$ cat src/rtl/clock_edit_ctrl.sv
// Front-panel controller for the digital clock: synchronizes and debounces the
// four buttons, runs the VIEW/EDIT state machine and produces the inc/dec
// strobes (with auto-repeat), cursor position, screen select and cursor blink.
module clock_edit_ctrl #(
   parameter int DEBOUNCE_TICKS = 2,
   parameter int REPEAT_DELAY   = 8,
   parameter int REPEAT_RATE    = 2,
   parameter int TIMEOUT_TICKS  = 30,
   parameter int BLINK_TICKS    = 4,
   parameter int NUM_POS        = 8
) (
   input  logic       clk,
   input  logic       reset,
   input  logic       tick,
   input  logic       btn_mode_n,
   input  logic       btn_edit_n,
   input  logic       btn_plus_n,
   input  logic       btn_minus_n,
   output logic [1:0] screen,
   output logic       edit_mode,
   output logic [2:0] edit_pos,
   output logic       inc_pulse,
   output logic       dec_pulse,
   output logic       blink
);

   localparam int DB_W    = $clog2(DEBOUNCE_TICKS + 1);
   localparam int REP_MAX = (REPEAT_DELAY > REPEAT_RATE) ? REPEAT_DELAY : REPEAT_RATE;
   localparam int REP_W   = $clog2(REP_MAX + 1);
   localparam int TO_W    = $clog2(TIMEOUT_TICKS + 1);
   localparam int BL_W    = $clog2(BLINK_TICKS + 1);

   localparam int KEY_MODE  = 0;
   localparam int KEY_EDIT  = 1;
   localparam int KEY_PLUS  = 2;
   localparam int KEY_MINUS = 3;

   typedef enum logic {VIEW, EDIT} state_t;

   state_t           state;
   logic [3:0]       sync_p0;
   logic [3:0]       sync_p1;
   logic [3:0]       deb;
   logic [3:0]       deb_prev;
   logic [3:0]       press;
   logic [DB_W-1:0]  db_cnt [4];
   logic [TO_W-1:0]  to_cnt;
   logic [BL_W-1:0]  bl_cnt;
   logic [REP_W-1:0] rep_cnt;
   logic             rep_phase;
   logic             arm_inc;
   logic             arm_dec;
   logic             both_held;
   logic             key_held;
   logic             rep_hit;
   logic             rep_fire;
   logic             timeout_hit;
   logic             last_pos;
   logic             leave;

   // Two-flop synchronizer; bits are converted to active-high "pressed"
   always_ff @(posedge clk or negedge reset) begin
      if (!reset) begin
         sync_p0 <= '0;
         sync_p1 <= '0;
      end else begin
         sync_p0 <= ~{btn_minus_n, btn_plus_n, btn_edit_n, btn_mode_n};
         sync_p1 <= sync_p0;
      end
   end

   // Debounce: flip only after the synchronized level disagrees on consecutive ticks
   always_ff @(posedge clk or negedge reset) begin
      if (!reset) begin
         deb <= '0;
         for (int i = 0; i < 4; i++) db_cnt[i] <= '0;
      end else if (tick) begin
         for (int i = 0; i < 4; i++) begin
            if (sync_p1[i] != deb[i]) begin
               if (db_cnt[i] == DB_W'(DEBOUNCE_TICKS - 1)) begin
                  deb[i]    <= sync_p1[i];
                  db_cnt[i] <= '0;
               end else begin
                  db_cnt[i] <= db_cnt[i] + DB_W'(1);
               end
            end else begin
               db_cnt[i] <= '0;
            end
         end
      end
   end

   // Previous debounced state, for released->pressed edge detection
   always_ff @(posedge clk or negedge reset) begin
      if (!reset) deb_prev <= '0;
      else        deb_prev <= deb;
   end

   assign press       = deb & ~deb_prev;
   assign both_held   = deb[KEY_PLUS] & deb[KEY_MINUS];
   assign key_held    = (arm_inc & deb[KEY_PLUS]) | (arm_dec & deb[KEY_MINUS]);
   assign rep_hit     = rep_phase ? (rep_cnt == REP_W'(REPEAT_RATE - 1))
                                  : (rep_cnt == REP_W'(REPEAT_DELAY - 1));
   assign rep_fire    = tick & ~both_held & key_held & rep_hit;
   assign timeout_hit = tick & (to_cnt == TO_W'(TIMEOUT_TICKS - 1));
   assign last_pos    = (edit_pos == 3'(NUM_POS - 1));
   // A press in the same clk pre-empts tick-driven behaviour, including timeout
   assign leave       = (state == EDIT) &
                        (press[KEY_MODE] | (press[KEY_EDIT] & last_pos) |
                         (~|press & timeout_hit));

   // VIEW/EDIT state machine with registered outputs, repeat, timeout and blink
   always_ff @(posedge clk or negedge reset) begin
      if (!reset) begin
         state     <= VIEW;
         screen    <= '0;
         edit_mode <= 1'b0;
         edit_pos  <= '0;
         inc_pulse <= 1'b0;
         dec_pulse <= 1'b0;
         blink     <= 1'b0;
         to_cnt    <= '0;
         bl_cnt    <= '0;
         rep_cnt   <= '0;
         rep_phase <= 1'b0;
         arm_inc   <= 1'b0;
         arm_dec   <= 1'b0;
      end else begin
         inc_pulse <= 1'b0;
         dec_pulse <= 1'b0;
         if (leave) begin
            state     <= VIEW;
            edit_mode <= 1'b0;
            edit_pos  <= '0;
            blink     <= 1'b0;
            arm_inc   <= 1'b0;
            arm_dec   <= 1'b0;
            rep_cnt   <= '0;
         end else if (state == VIEW) begin
            if (press[KEY_MODE]) begin
               screen <= screen + 2'd1;
            end else if (press[KEY_EDIT]) begin
               state     <= EDIT;
               edit_mode <= 1'b1;
               edit_pos  <= '0;
               to_cnt    <= '0;
               bl_cnt    <= '0;
               blink     <= 1'b1;
               arm_inc   <= 1'b0;
               arm_dec   <= 1'b0;
            end
         end else begin
            if (press[KEY_EDIT]) begin
               edit_pos <= edit_pos + 3'd1;
               blink    <= 1'b1;
               bl_cnt   <= '0;
               to_cnt   <= '0;
            end else if (press[KEY_PLUS] | press[KEY_MINUS]) begin
               to_cnt    <= '0;
               rep_cnt   <= '0;
               rep_phase <= 1'b0;
               if (both_held) begin
                  arm_inc <= 1'b0;
                  arm_dec <= 1'b0;
               end else if (press[KEY_PLUS]) begin
                  inc_pulse <= 1'b1;
                  arm_inc   <= 1'b1;
                  arm_dec   <= 1'b0;
               end else begin
                  dec_pulse <= 1'b1;
                  arm_dec   <= 1'b1;
                  arm_inc   <= 1'b0;
               end
            end else if (tick) begin
               if (bl_cnt == BL_W'(BLINK_TICKS - 1)) begin
                  blink  <= ~blink;
                  bl_cnt <= '0;
               end else begin
                  bl_cnt <= bl_cnt + BL_W'(1);
               end
               if (rep_fire) begin
                  inc_pulse <= arm_inc;
                  dec_pulse <= arm_dec;
                  rep_cnt   <= '0;
                  rep_phase <= 1'b1;
                  to_cnt    <= '0;
               end else begin
                  to_cnt <= to_cnt + TO_W'(1);
                  if (!both_held && key_held) begin
                     rep_cnt <= rep_cnt + REP_W'(1);
                  end else begin
                     // Released, or both keys down: a fresh press is needed to repeat again
                     arm_inc <= 1'b0;
                     arm_dec <= 1'b0;
                     rep_cnt <= '0;
                  end
               end
            end
         end
      end
   end

endmodule
$ cat config.mk
export PLATFORM = sky130hd
export DESIGN_NAME = clock_edit_ctrl
export DESIGN_NICKNAME = d
export VERILOG_FILES = /design/src/rtl/clock_edit_ctrl.sv
export SDC_FILE = /design/constraint.sdc
export NUM_CORES = 1
export LEC_CHECK = 0
export BUFFER_PORTS_ARGS = -buffer_cell sky130_fd_sc_hd__clkbuf_2
export CAP_MARGIN = 0
export CORE_UTILIZATION = 54
export DETAILED_ROUTE_END_ITERATION = 10
export PLACE_DENSITY = 0.72
export RECOVER_POWER = 100
export SYNTH_ARGS = -nofsm -noshare
export SYNTH_HDL_FRONTEND = slang
export SYNTH_SLANG_ARGS = --single-unit
$ cat constraint.sdc
create_clock -name clk -period 1.6 [get_ports clk]
set_input_delay 0.48 -clock clk [delete_from_list [all_inputs] [get_ports clk]]
set_output_delay 0.48 -clock clk [all_outputs]
set_load 0.005 [all_outputs]
* Yosys cells after proc, flatten, opt, wreduce, memory -nomap -nowiden
Index checks and enable logic that the tools add are counted.
** Storage, ports and cells
- Register bits after elaboration :: 49
- Input bits :: 7
- Word-level logic and storage cells :: 186
** Cells by class
- $add $sub $neg :: 9
- Eq/ne operators :: 24
- Muxes and demuxes :: 79
- Bitwise logic cells :: 22
- Reductions and logical operators :: 28
** Operators by type and width (count)
- 1-bit 2-to-1 mux :: 47
- 5-bit 2-to-1 mux :: 7
- 3-bit 2-to-1 mux :: 10
- 4-bit 2-to-1 mux :: 7
- 3-bit AND reduction :: 7
- 2-bit 2-to-1 mux :: 8
- 5-bit AND reduction :: 3
- 3-bit nonzero test :: 5
- 2-bit nonzero test :: 6
- 2-bit by 1-bit adder with 2-bit output, second input constant :: 5
- 1-bit bitwise AND :: 10
- 2-bit by 1-bit equality test with 1-bit output, second input constant :: 4
- 4-bit by 2-bit != test with 1-bit output, second input constant :: 2
- 4-bit NOT :: 2
- 3-bit by 1-bit adder with 3-bit output, second input constant :: 2
- 2-bit by 1-bit != test with 1-bit output, second input constant :: 3
- 3-bit by 2-bit != test with 1-bit output, second input constant :: 2
- 6-bit AND reduction :: 1
- 5-bit by 1-bit adder with 5-bit output, second input constant :: 1
- 5-bit equality test, second input constant :: 1
- 1-bit NOT :: 5
- 4-bit by 1-bit adder with 4-bit output, second input constant :: 1
- 4-bit bitwise AND :: 1
- 4-bit by 1-bit equality test with 1-bit output, second input constant :: 1
- other kinds (13) :: 21

* Logic depth before layout (Yosys ltp)
Gate-level depths: netlist (run 1).
- Depth after elaboration :: 11
- Gate-level depth with buffers :: 6
- Gate-level depth less buffers :: 6

* Least setup slack after synthesis (run 1)
OpenSTA, ideal clock, no wires.
- Kind :: flip-flop to flip-flop
- From :: register edit_pos[0]
- To :: register bl_cnt[0]
- Data arrival time :: 1.523 ns
- Required time :: 1.472 ns
- Path slack :: -0.051 ns
- Cell stages (with the launch flop) :: 7
- Clock period less this slack :: 1.651 ns
- Cells stage by stage :: dfrtp_1 > ha_1 > ha_1 > nand4b_1 > o211ai_1 > a21oi_2 > mux2_1
** Between the ends
- Cells in the longest elaborated chain, start to end :: 7
** Ends and longest elaborated chain
- start, declared :: line 21 : output logic [2:0] edit_pos,
- start signal, assigned :: line 154 : edit_pos <= edit_pos + 3'd1;
- 3-bit equality test :: line 106 : assign last_pos = (edit_pos == 3'(NUM_POS - 1));
- 1-bit bitwise AND :: line 109 : (press[KEY_MODE] | (press[KEY_EDIT] & last_pos) |
- 1-bit OR (2 in series) :: line 109
- 1-bit bitwise AND :: line 108 : assign leave = (state == EDIT) &
- 1-bit NOT (no source line)
- 5-bit AND reduction (no source line)
- end signal, assigned :: line 179 : bl_cnt <= bl_cnt + BL_W'(1);
- end, declared :: line 48 : logic [BL_W-1:0] bl_cnt;
Every way passes these cells.
A chain may end at the register's enable or synchronous reset.

* Worst setup path in the final report (run 1)
- From :: register to_cnt[1]
- To :: register arm_inc
** Between the ends
- Cells in the longest elaborated chain, start to end :: 7
** Ends and longest elaborated chain
- start, declared :: line 47 : logic [TO_W-1:0] to_cnt;
- start signal, assigned :: line 188 : to_cnt <= to_cnt + TO_W'(1);
- 5-bit equality test * :: line 105 : assign timeout_hit = tick & (to_cnt == TO_W'(TIMEOUT_TICKS - 1));
- 1-bit bitwise AND * :: line 105
- 1-bit bitwise AND * :: line 110 : (~|press & timeout_hit));
- 1-bit OR * :: line 109
- 1-bit bitwise AND * :: line 108
- 4-bit != test (no source line), or another cell as far along
- 6-bit AND reduction (no source line)
- end signal, assigned :: line 126 : arm_inc <= 1'b0;
- end signal, assigned :: line 136 : arm_inc <= 1'b0;
- end signal, assigned :: line 149 : arm_inc <= 1'b0;
- end, declared :: line 51 : logic arm_inc;
Mark *: on every way between the ends. The rest lies on a longest branch, timed or not.

==> metrics.md, run 1 <==
| Metric | Value |
|---|---|
| First-pass GRT wire length | 8990 um |
| H-tree depth | 2 |
| Cell depth of the worst hold path | 2 |
| Distinct cells, synth | 58 |
| Max cap viols | 0 |
| Fraction of synthesized cell area taken by the top area cell type | 48.8% |
| Area contributors post-synth | dfrtp_1, ha_1, mux2_2 |
| Synth Net Count | 239 |
| Period minus WS final | 1.65 ns |
| Fraction of the yosys area taken by sequential cells | 48.8% |
| WL final | 5390 um |
| Full die area | 4930 um2 |
| Startpoint types | flop |
| Initial core utilization | 57.0% |
| Final Cell Area | 3260 um2 |
| Worst Setup Slack, final | -0.0521 ns |
| Worst hold slack | 0.299 ns |
| Post-synth EDFFs | 0 |
| Area after DPL | 2930 um2 |
| Overall Global Routing Usage | 23.1% |
| Yosys Warn Count | 0 |
| Worst Clk Skew | 0.00714 ns |
| Max Buffers Root-to-Sink | 2 |
| Share of cells above drive strength 1 | 37.5% |
| Slew Limit Headroom | 23.0% |
| Largest net degree at the start of global routing | 50 |
| Crit path arrival time | 1.83 ns |
| Clock-pin slew on the worst setup and hold paths | 0.09 ns |
| Die X | 70.2 um |
| Clock sinks | 49 |
| Hold_sp | btn_minus_n |
| Failing checks | setup timing |
| Mapped Area | 2510 um2 |
| DR DRC count | 0 |
| Avg WL per Cell | 15.9 um |
| Final period util | 103% |
| Clock Latency Late Sink | 0.31 ns |
| Slew at the pin closest to its max-slew limit | 1.16 ns |
| Total gr overflow | 0 |
| P_leak | 1.47 nW |
| Die height | 70.2 um |
| Max Fclk | 605 MHz |
| Avg Cell Area, Syn | 11.1 um2 |
| Slew Viols, Final | 0 |
| Global placer's final weighted congestion | 0.857 |
| Ports | 16 |
| Drt initial violations | 111 |
| Synth Register Bits | 49 |
| Initial antenna violation count | 0 |
| CP Capture Type | flop |
| Syn Inst Count | 226 |
| Most frequent cells in the layout | dfrtp_1, buf_4, nor2_1 |
| CTS tree | done |
| Commonest non-fill, non-tap cell in the layout | dfrtp_1 |
| Total CTS buffers | 5 |
| Final nets | 301 |
| DP HPWL | 3680 um |
| Routed via count | 1967 |
| Pwr Total | 5.74 mW |
| VDD IR max | 0.923 mV |
| Post-synthesis async set-or-reset flop share | 100% |
| Worst hold-check path type | input pin to flop |
| Top_reg_cell synth | dfrtp_1 |
| R2R Path End | arm_inc |
| RSZ-0062 raised after global routing | true |
| Inserted Diodes | 0 |
| # setup viols final | 12 |
| Routed vias/inst | 5.79 |
| Area growth syn-to-layout | 29.5% |
| Kind of critical path | flop to flop |
| Largest fanout on the critical path | 3 |
| FP Rows | 24 |
| Vias in the first global route | 1921 |
| Worst slack at placement | -0.110 ns |
| Outcome | finished, violations left |
| Power Dens Cells | 1760 nW/um2 |
| Worst R2R Start | to_cnt[1] |
| ANT nets after route | 0 |
| Reg2Reg Depth | 7 |
| WHS Endpoint | sync_p0[3] |
| CP required | 1.78 ns |
| CTS root buf | clkbuf_8 |
| Synth area leader | dfrtp_1 |
| Core Area | 4410 um2 |
| Final core occ | 73.8% |
| Drt pass-1 iters | 4 |
| PortBufs | 15 |
| Flop-to-flop setup slack | -0.05 ns |
| Final hold viol count | 0 |
## synthesized netlist by cell type (3+ instances only)
master / number
dfrtp_1: 49
nand2_1: 14
nor2_1: 14
inv_1: 11
o21ai_0: 8
nor3_1: 7
a21oi_1: 6
ha_1: 6
nand2b_1: 6
nand3_1: 6
and2_1: 5
mux2_2: 5
nand4_1: 5
nand4b_1: 5
xnor2_1: 5
a21o_1: 4
and3b_1: 4
buf_2: 4
nand3b_1: 3
nor2b_1: 3
nor2b_4: 3
o2111ai_1: 3
o21a_1: 3
o221ai_1: 3
o22ai_1: 3
## sequential cells by signal (all words and copies together) (netlist names), 2 cells and up
| register | count |
|---|---|
| db_cnt | 8 |
| to_cnt | 5 |
| deb | 4 |
| deb_prev | 4 |
| rep_cnt | 4 |
| sync_p0 | 4 |
| sync_p1 | 4 |
| bl_cnt | 3 |
| edit_pos | 3 |
| screen | 2 |
## report_power, final
| group | total, mW | internal, mW | switching, mW | leakage [nW] |
|---|---|---|---|---|
| sequential | 1.92 | 1.58 | 0.334 | 0.625 |
| combinational | 2.94 | 1.46 | 1.48 | 0.787 |
| clock | 0.884 | 0.463 | 0.421 | 0.0546 |
| total | 5.74 | 3.50 | 2.24 | 1.47 |
## cells by family (layout without fill, tap and decap cells)
group / after synthesis / count (layout) / share of synthesized area (%)
and+or+nand+nor: 82 / 82 / 19.9
adders and majority gates: 6 / 6 / 2.98
muxes: 8 / 8 / 3.48
DFF: 49 / 49 / 48.8
xor gates and xnor gates: 6 / 6 / 2.09
AOI/OAI and AO/OA: 56 / 56 / 19.2
buffers and inverters: 19 / 81 / 3.63
## routing by layer
metal  vias to the layer above  GRT usage [%]  part of all wire, %
li1                        961              -                    -
met1                       960           32.9                   46
met2                        39           36.1                   48
met3                         7           3.03                  4.0
met4                         0           8.89                  1.5
met5                         -              0                    0
## repair_timing
| item | 4_1_cts | 5_1_grt |
|---|---|---|
| resized for setup | 17 | 24 |
| endpoints found under the setup margin | 18 | 23 |
| pin swaps | 9 | 10 |
| hold buffers | 0 | 0 |
| endpoints found under the hold margin | 0 | 0 |
| setup buffers | 4 | 2 |
## worst max-delay path by stage
stage / start / endpoint / slack (ns) / cells past startpoint
2_1_floorplan: edit_pos[0] / bl_cnt[0] / 0.003 / 6
3_3_place_gp: deb[3] / arm_inc / -0.07 / 4
3_5_place_dp: deb[3] / arm_inc / -0.11 / 4
4_1_cts: to_cnt[1] / edit_pos[0] / -0.02 / 6
5_1_grt: state / to_cnt[4] / -0.13 / 4
6_report: to_cnt[1] / arm_inc / -0.05 / 7
## layout make-up
class                           count  area [um2]
Clock inverter                      2        38.8
Tap cell                           52        65.1
Fill cell                         310        1160
Sequential cell                    49        1230
Clock buffer                        5        68.8
Timing Repair Buffer               62         410
Inverter                           12        45.0
Multi-Input combinational cell    158        1400
## worst max-delay path: stages, from the launching register on
cell     delay [ns]
dfrtp_1        0.40
inv_2          0.08
ha_4           0.13
and4_4         0.21
nand4_1        0.23
buf_4          0.25
a21oi_4        0.14
o32ai_2        0.09
## metrics by stage
step           cells  TNS (ns)
2_1_floorplan    226         0
3_3_place_gp     327    -0.190
3_5_place_dp     327    -0.398
4_1_cts          338   -0.0502
5_1_grt          340     -1.67
6_report         340    -0.318
Note: power is estimated with default switching activity, not from simulation.
==> run 2, diff against run 1 <==
--- a/config.mk
+++ b/config.mk
@@ -10,7 +10,7 @@
 export CORE_UTILIZATION = 54
 export DETAILED_ROUTE_END_ITERATION = 10
 export PLACE_DENSITY = 0.72
-export RECOVER_POWER = 100
+export RECOVER_POWER = 50
 export SYNTH_ARGS = -nofsm -noshare
 export SYNTH_HDL_FRONTEND = slang
 export SYNTH_SLANG_ARGS = --single-unit
==> constraint.sdc (replaced) <==
create_clock -name clk -period 1.6 [get_ports clk]
set_input_delay 0.4 -clock clk [delete_from_list [all_inputs] [get_ports clk]]
set_output_delay 0.4 -clock clk [all_outputs]
set_load 0.005 [all_outputs]
==> run 2 against run 1 <==
Net effect:
- the flow still finishes with violations (setup timing)
- wire length shrank 0.87%
- count of clock-buffer cells in the layout up 1
- global-route usage fell by 0.26 points
- setup slack improved by 0.016 ns
- final area down 0.19%
- largest power group unchanged
- sequential share of layout area is 0.15 points higher
- critical path depth fell by 1
- die area unchanged
- combinational power down 3%
- sequential power barely moved
- non-clock buffer count decreased by 3
==> metrics.md, run 2 (synthesis results as in run 1) <==
| Metric | Value |
|---|---|
| Outcome | finished, violations left |
| Failing checks | setup timing |
| Largest net degree at the start of global routing | 50 |
| Worst Clk Skew | 0.00376 ns |
| Commonest non-fill, non-tap cell in the layout | dfrtp_1 |
| Worst slack at placement | -0.104 ns |
| # setup viols final | 6 |
| RSZ-0062 raised after global routing | true |
| Layout Cells excl Fill | 338 |
| Worst hold-check path type | input pin to flop |
| CP required | 1.80 ns |
| FP Rows | 24 |
| Die height | 70.2 um |
| Worst R2R Start | to_cnt[1] |
| Die X | 70.2 um |
| Power Dens Cells | 1750 nW/um2 |
| Max Buffers Root-to-Sink | 2 |
| Routed via count | 2005 |
| Drt pass-1 iters | 4 |
| Max reg flops | 8 |
| Final hold viol count | 0 |
| Share of cells above drive strength 1 | 39.5% |
| Initial antenna violation count | 0 |
| Full die area | 4930 um2 |
| CP startpoint | to_cnt[1] |
| Reg2Reg Depth | 6 |
| Routed vias/inst | 5.93 |
| WL final | 5340 um |
| Total gr overflow | 0 |
| Final period util | 102% |
| Placed Cells | 320 |
| CP Capture Type | flop |
| Flop-to-flop setup slack | -0.04 ns |
| Startpoint types | flop |
| Slew Limit Headroom | 21.7% |
| Period minus WS final | 1.64 ns |
| Core Area | 4410 um2 |
| Slew at the pin closest to its max-slew limit | 1.17 ns |
| # hold bufs at CTS | 0 |
| Total CTS buffers | 5 |
| Cell depth of the worst hold path | 2 |
| Max cap viols | 0 |
| CTS root buf | clkbuf_8 |
| Drt initial violations | 48 |
| Area growth syn-to-layout | 29.3% |
| Global placer's final weighted congestion | 0.970 |
| R2R Path End | edit_pos[0] |
| First-pass GRT wire length | 8860 um |
| Kind of critical path | flop to flop |
| VDD IR max | 0.922 mV |
| Clock sinks | 49 |
| Final nets | 298 |
| Final Cell Area | 3250 um2 |
| Initial core utilization | 57.0% |
| ANT nets after route | 0 |
| DP HPWL | 3580 um |
| Max Fclk | 611 MHz |
| Area after DPL | 2880 um2 |
| Worst Setup Slack, final | -0.0361 ns |
| Clock Latency Late Sink | 0.31 ns |
| Vias in the first global route | 1935 |
| Slew Viols, Final | 0 |
| Worst hold slack | 0.220 ns |
| Ports | 16 |
| Reg with most FFs | db_cnt |
| Overall Global Routing Usage | 22.9% |
| Most frequent cells in the layout | dfrtp_1, buf_4, clkbuf_2 |
| Largest registers | db_cnt x8, to_cnt x5 |
| DR DRC count | 0 |
| P_leak | 1.49 nW |
| Largest fanout on the critical path | 3 |
| H-tree depth | 2 |
| Avg WL per Cell | 15.8 um |
| Inserted Diodes | 0 |
| Crit path arrival time | 1.83 ns |
| CTS tree | done |
| Setup crit end | edit_pos[0] |
| PortBufs | 15 |
| Final core occ | 73.6% |
| Clock-pin slew on the worst setup and hold paths | 0.09 ns |
==> run 2: metrics by stage <==
step / setup TNS [ns] / total power, mW
floorplan: 0 / 3.37
global placement: -0.134 / 4.22
detailed placement: -0.688 / 4.25
CTS: -0.0928 / 5.28
global route: -1.12 / 6.04
finish: -0.106 / 5.68
==> run 2: per-layer routing <==
layer  share of wire (%)  track usage, %  vias up  wire length, um
met2                  50            37.0       53             2680
met3                 3.3            4.33       11              175
li1                    -               -      959                -
met5                   0               0        -                0
met1                  44            30.0      982             2380
met4                 2.1            9.78        0              113
==> run 2: worst min-delay path by stage <==
stage | start | end | slack [ns]
6_report | btn_edit_n | sync_p0[1] | 0.22
5_1_grt | btn_edit_n | sync_p0[1] | 0.20
4_1_cts | reset | db_cnt[2] | 0.08
3_5_place_dp | sync_p0[2] | sync_p1[2] | 0.34
3_3_place_gp | sync_p0[3] | sync_p1[3] | 0.33
2_1_floorplan | reset | arm_dec | 0.10
==> run 2: critical path: stages, from the launching register on <==
cell,delay (ns)
dfrtp_1,0.40
inv_2,0.08
ha_4,0.13
nand4_1,0.15
o41ai_2,0.36
a21oi_2,0.15
mux2_4,0.27
==> run 2: area by class of cell <==
class                   count  area (um2)
clock buffers               6        72.6
clock inverters             2        38.8
fillers                   292        1160
inverters                  12        45.0
multi-input cells         158        1390
flip-flops and latches     49        1230
well taps                  52        65.1
repair buffers             59         414
==> run 2: what timing repair did <==
action,in CTS,in global routing
gates resized for setup,13,25
pin swaps,9,12
setup endpoints to repair,16,22
buffers inserted,4,6
==> run 2: report_power, final <==
part	switching, mW	internal [mW]	leakage, nW	total [mW]
Clock	0.415	0.469	0.0554	0.884
Sequential	0.349	1.59	0.623	1.94
Combinational	1.42	1.43	0.811	2.85
Total	2.19	3.49	1.49	5.68
==> run 3, diff against run 2 <==
--- a/config.mk
+++ b/config.mk
@@ -7,9 +7,10 @@
 export LEC_CHECK = 0
 export BUFFER_PORTS_ARGS = -buffer_cell sky130_fd_sc_hd__clkbuf_2
 export CAP_MARGIN = 0
-export CORE_UTILIZATION = 54
+export CORE_ASPECT_RATIO = 1.4
+export CORE_UTILIZATION = 60
 export DETAILED_ROUTE_END_ITERATION = 10
-export PLACE_DENSITY = 0.72
+export PLACE_DENSITY = 0.76
 export RECOVER_POWER = 50
 export SYNTH_ARGS = -nofsm -noshare
 export SYNTH_HDL_FRONTEND = slang
==> constraint.sdc (replaced) <==
create_clock -name clk -period 1.8 [get_ports clk]
set_input_delay 0.45 -clock clk [delete_from_list [all_inputs] [get_ports clk]]
set_output_delay 0.45 -clock clk [all_outputs]
set_load 0.005 [all_outputs]
==> run 3 against run 2 <==
Net effect:
- the run ends with DRC left
- core utilization down 1.9 points
- flip-flop and latch count unchanged
- total power fell by 24%
- maximum frequency fell by 3.4%
==> metrics.md, run 3 (synthesis results as in run 1) <==
| Metric | Value |
|---|---|
| Pwr Total | 4.29 mW |
| Reg with most FFs | db_cnt |
| Final-layout fill cell count | 301 |
| DR DRC count | 5 |
| Max reg flops | 8 |
| Fin Setup TNS | 0 ns |
| CTS root buf | clkbuf_8 |
| Final Cell Area | 2860 um2 |
| Full die area | 4460 um2 |
| CP required | 1.99 ns |
| Avg WL per Cell | 15.8 um |
| Routed vias/inst | 6.24 |
| Largest registers | db_cnt x8, to_cnt x5 |
| Outcome | finished, violations left |
| H-tree depth | 2 |
| # setup viols final | 0 |
| Critical path, cell by cell | ha_1, ha_2, nand4b_1, o211ai_1, a21oi_2, mux2_1 |
| Final period util | 94.1% |
| Kind of critical path | flop to flop |
| Final hold viol count | 0 |
| Layout Cells excl Fill | 306 |
| Crit path max-delay family | adder cells |
| RSZ-0062 raised after global routing | true |
| Max cap viols | 0 |
| Slew at the pin closest to its max-slew limit | 0.754 ns |
| FP Rows | 27 |
| Placed Cells | 297 |
| Area growth syn-to-layout | 13.7% |
| Routed via count | 1910 |
| Die X | 56.7 um |
| Clock sinks | 49 |
| Initial antenna violation count | 0 |
| Commonest non-fill, non-tap cell in the layout | dfrtp_1 |
| CTS tree | done |
| Max Fclk | 590 MHz |
| Share of cells above drive strength 1 | 24.3% |
| First-pass GRT wire length | 8360 um |
| Final core occ | 71.8% |
| Failing checks | DRC |
| Worst path slowest cell | dfrtp_1 |
| Initial core utilization | 63.1% |
| Worst hold-check path type | input pin to async pin |
| Vias in the first global route | 1843 |
| Ports | 16 |
| VDD IR max | 0.911 mV |
| ANT nets after route | 0 |
| Total gr overflow | 0 |
| Slew Viols, Final | 0 |
| Clock-pin slew on the worst setup and hold paths | 0.09 ns |
| Overall Global Routing Usage | 24.3% |
| Worst Clk Skew | 0.00617 ns |
| P_leak | 1.33 nW |
| Core Area | 3990 um2 |
| Slew Limit Headroom | 49.7% |
| Crit path arrival time | 1.88 ns |
| Final nets | 275 |
| Drt initial violations | 108 |
| Total CTS buffers | 5 |
| Clock Latency Late Sink | 0.30 ns |
| Max Buffers Root-to-Sink | 2 |
| Startpoint types | flop |
| CP Capture Type | flop |
| Drt pass-1 iters | 7 |
| Largest fanout on the critical path | 5 |
| Period minus WS final | 1.69 ns |
| Die height | 78.6 um |
| DP HPWL | 3590 um |
| CP max stage delay | 0.41 ns |
| PortBufs | 15 |
| CP bufs+invs | 0 |
| WL final | 4840 um |
| Global placer's final weighted congestion | 0.943 |
| Power Dens Cells | 1500 nW/um2 |
| Largest net degree at the start of global routing | 23 |
| Most frequent cells in the layout | dfrtp_1, buf_4, clkbuf_2 |
| Area after DPL | 2760 um2 |
| Inserted Diodes | 0 |
## run 3: layout make-up
class / instances / area (um2) / share of cell area [%]
clock buffer: 6 / 82.6 / 2.89
clock inverter: 2 / 17.5 / 0.612
inverter: 12 / 45.0 / 1.57
multi-input combinational: 158 / 1210 / 42.3
sequential: 49 / 1230 / 42.9
tap: 43 / 53.8 / 1.88
timing repair buffer: 36 / 225 / 7.87
## run 3: worst reg2reg max path, cell delays in order (launching register included)
cell and delay [ns]:
dfrtp_1 0.41, ha_1 0.21, ha_2 0.20, nand4b_1 0.12
o211ai_1 0.15, a21oi_2 0.17, mux2_1 0.33
## run 3: stage by stage
stage	hold WS [ns]	setup WS (ns)
2_1_floorplan	0.154	0.149
3_3_place_gp	0.332	0.0999
3_5_place_dp	0.336	0.0701
4_1_cts	0.0650	0.0551
5_1_grt	0.256	-0.000313
6_report	0.182	0.106
## run 3: power by group
group	leakage, nW	switching [mW]	internal, mW
registers	0.626	0.337	1.41
logic	0.653	1.00	0.862
clock network	0.0518	0.365	0.319
total	1.33	1.70	2.59
## run 3: worst paths after layout
path	start	endpoint	slack (ns)	cells after the start
max in group asynchronous	reset	bl_cnt[0]	0.56	2
min in group clk	btn_plus_n	sync_p0[2]	0.28	2
hold / removal	reset	db_cnt[1]	0.18	1
hold reg to reg	sync_p0[3]	sync_p1[3]	0.35	0
setup / recovery	edit_pos[0]	bl_cnt[0]	0.11	6
setup reg to reg	edit_pos[0]	bl_cnt[0]	0.11	6
## run 3: repair_timing
item	4_1_cts	5_1_grt
hold buffers	0	0
resized for setup	0	3
endpoints found under the setup margin	0	10
buffers inserted	0	1
## run 3: routing by layer
layer | vias up | global-route usage (%) | part of all wire [%]
li1 | 912 | - | -
met1 | 941 | 30.8 | 43
met2 | 45 | 40.7 | 50
met3 | 12 | 4.78 | 4.1
met4 | 0 | 9.50 | 2.3
met5 | - | 0 | 0
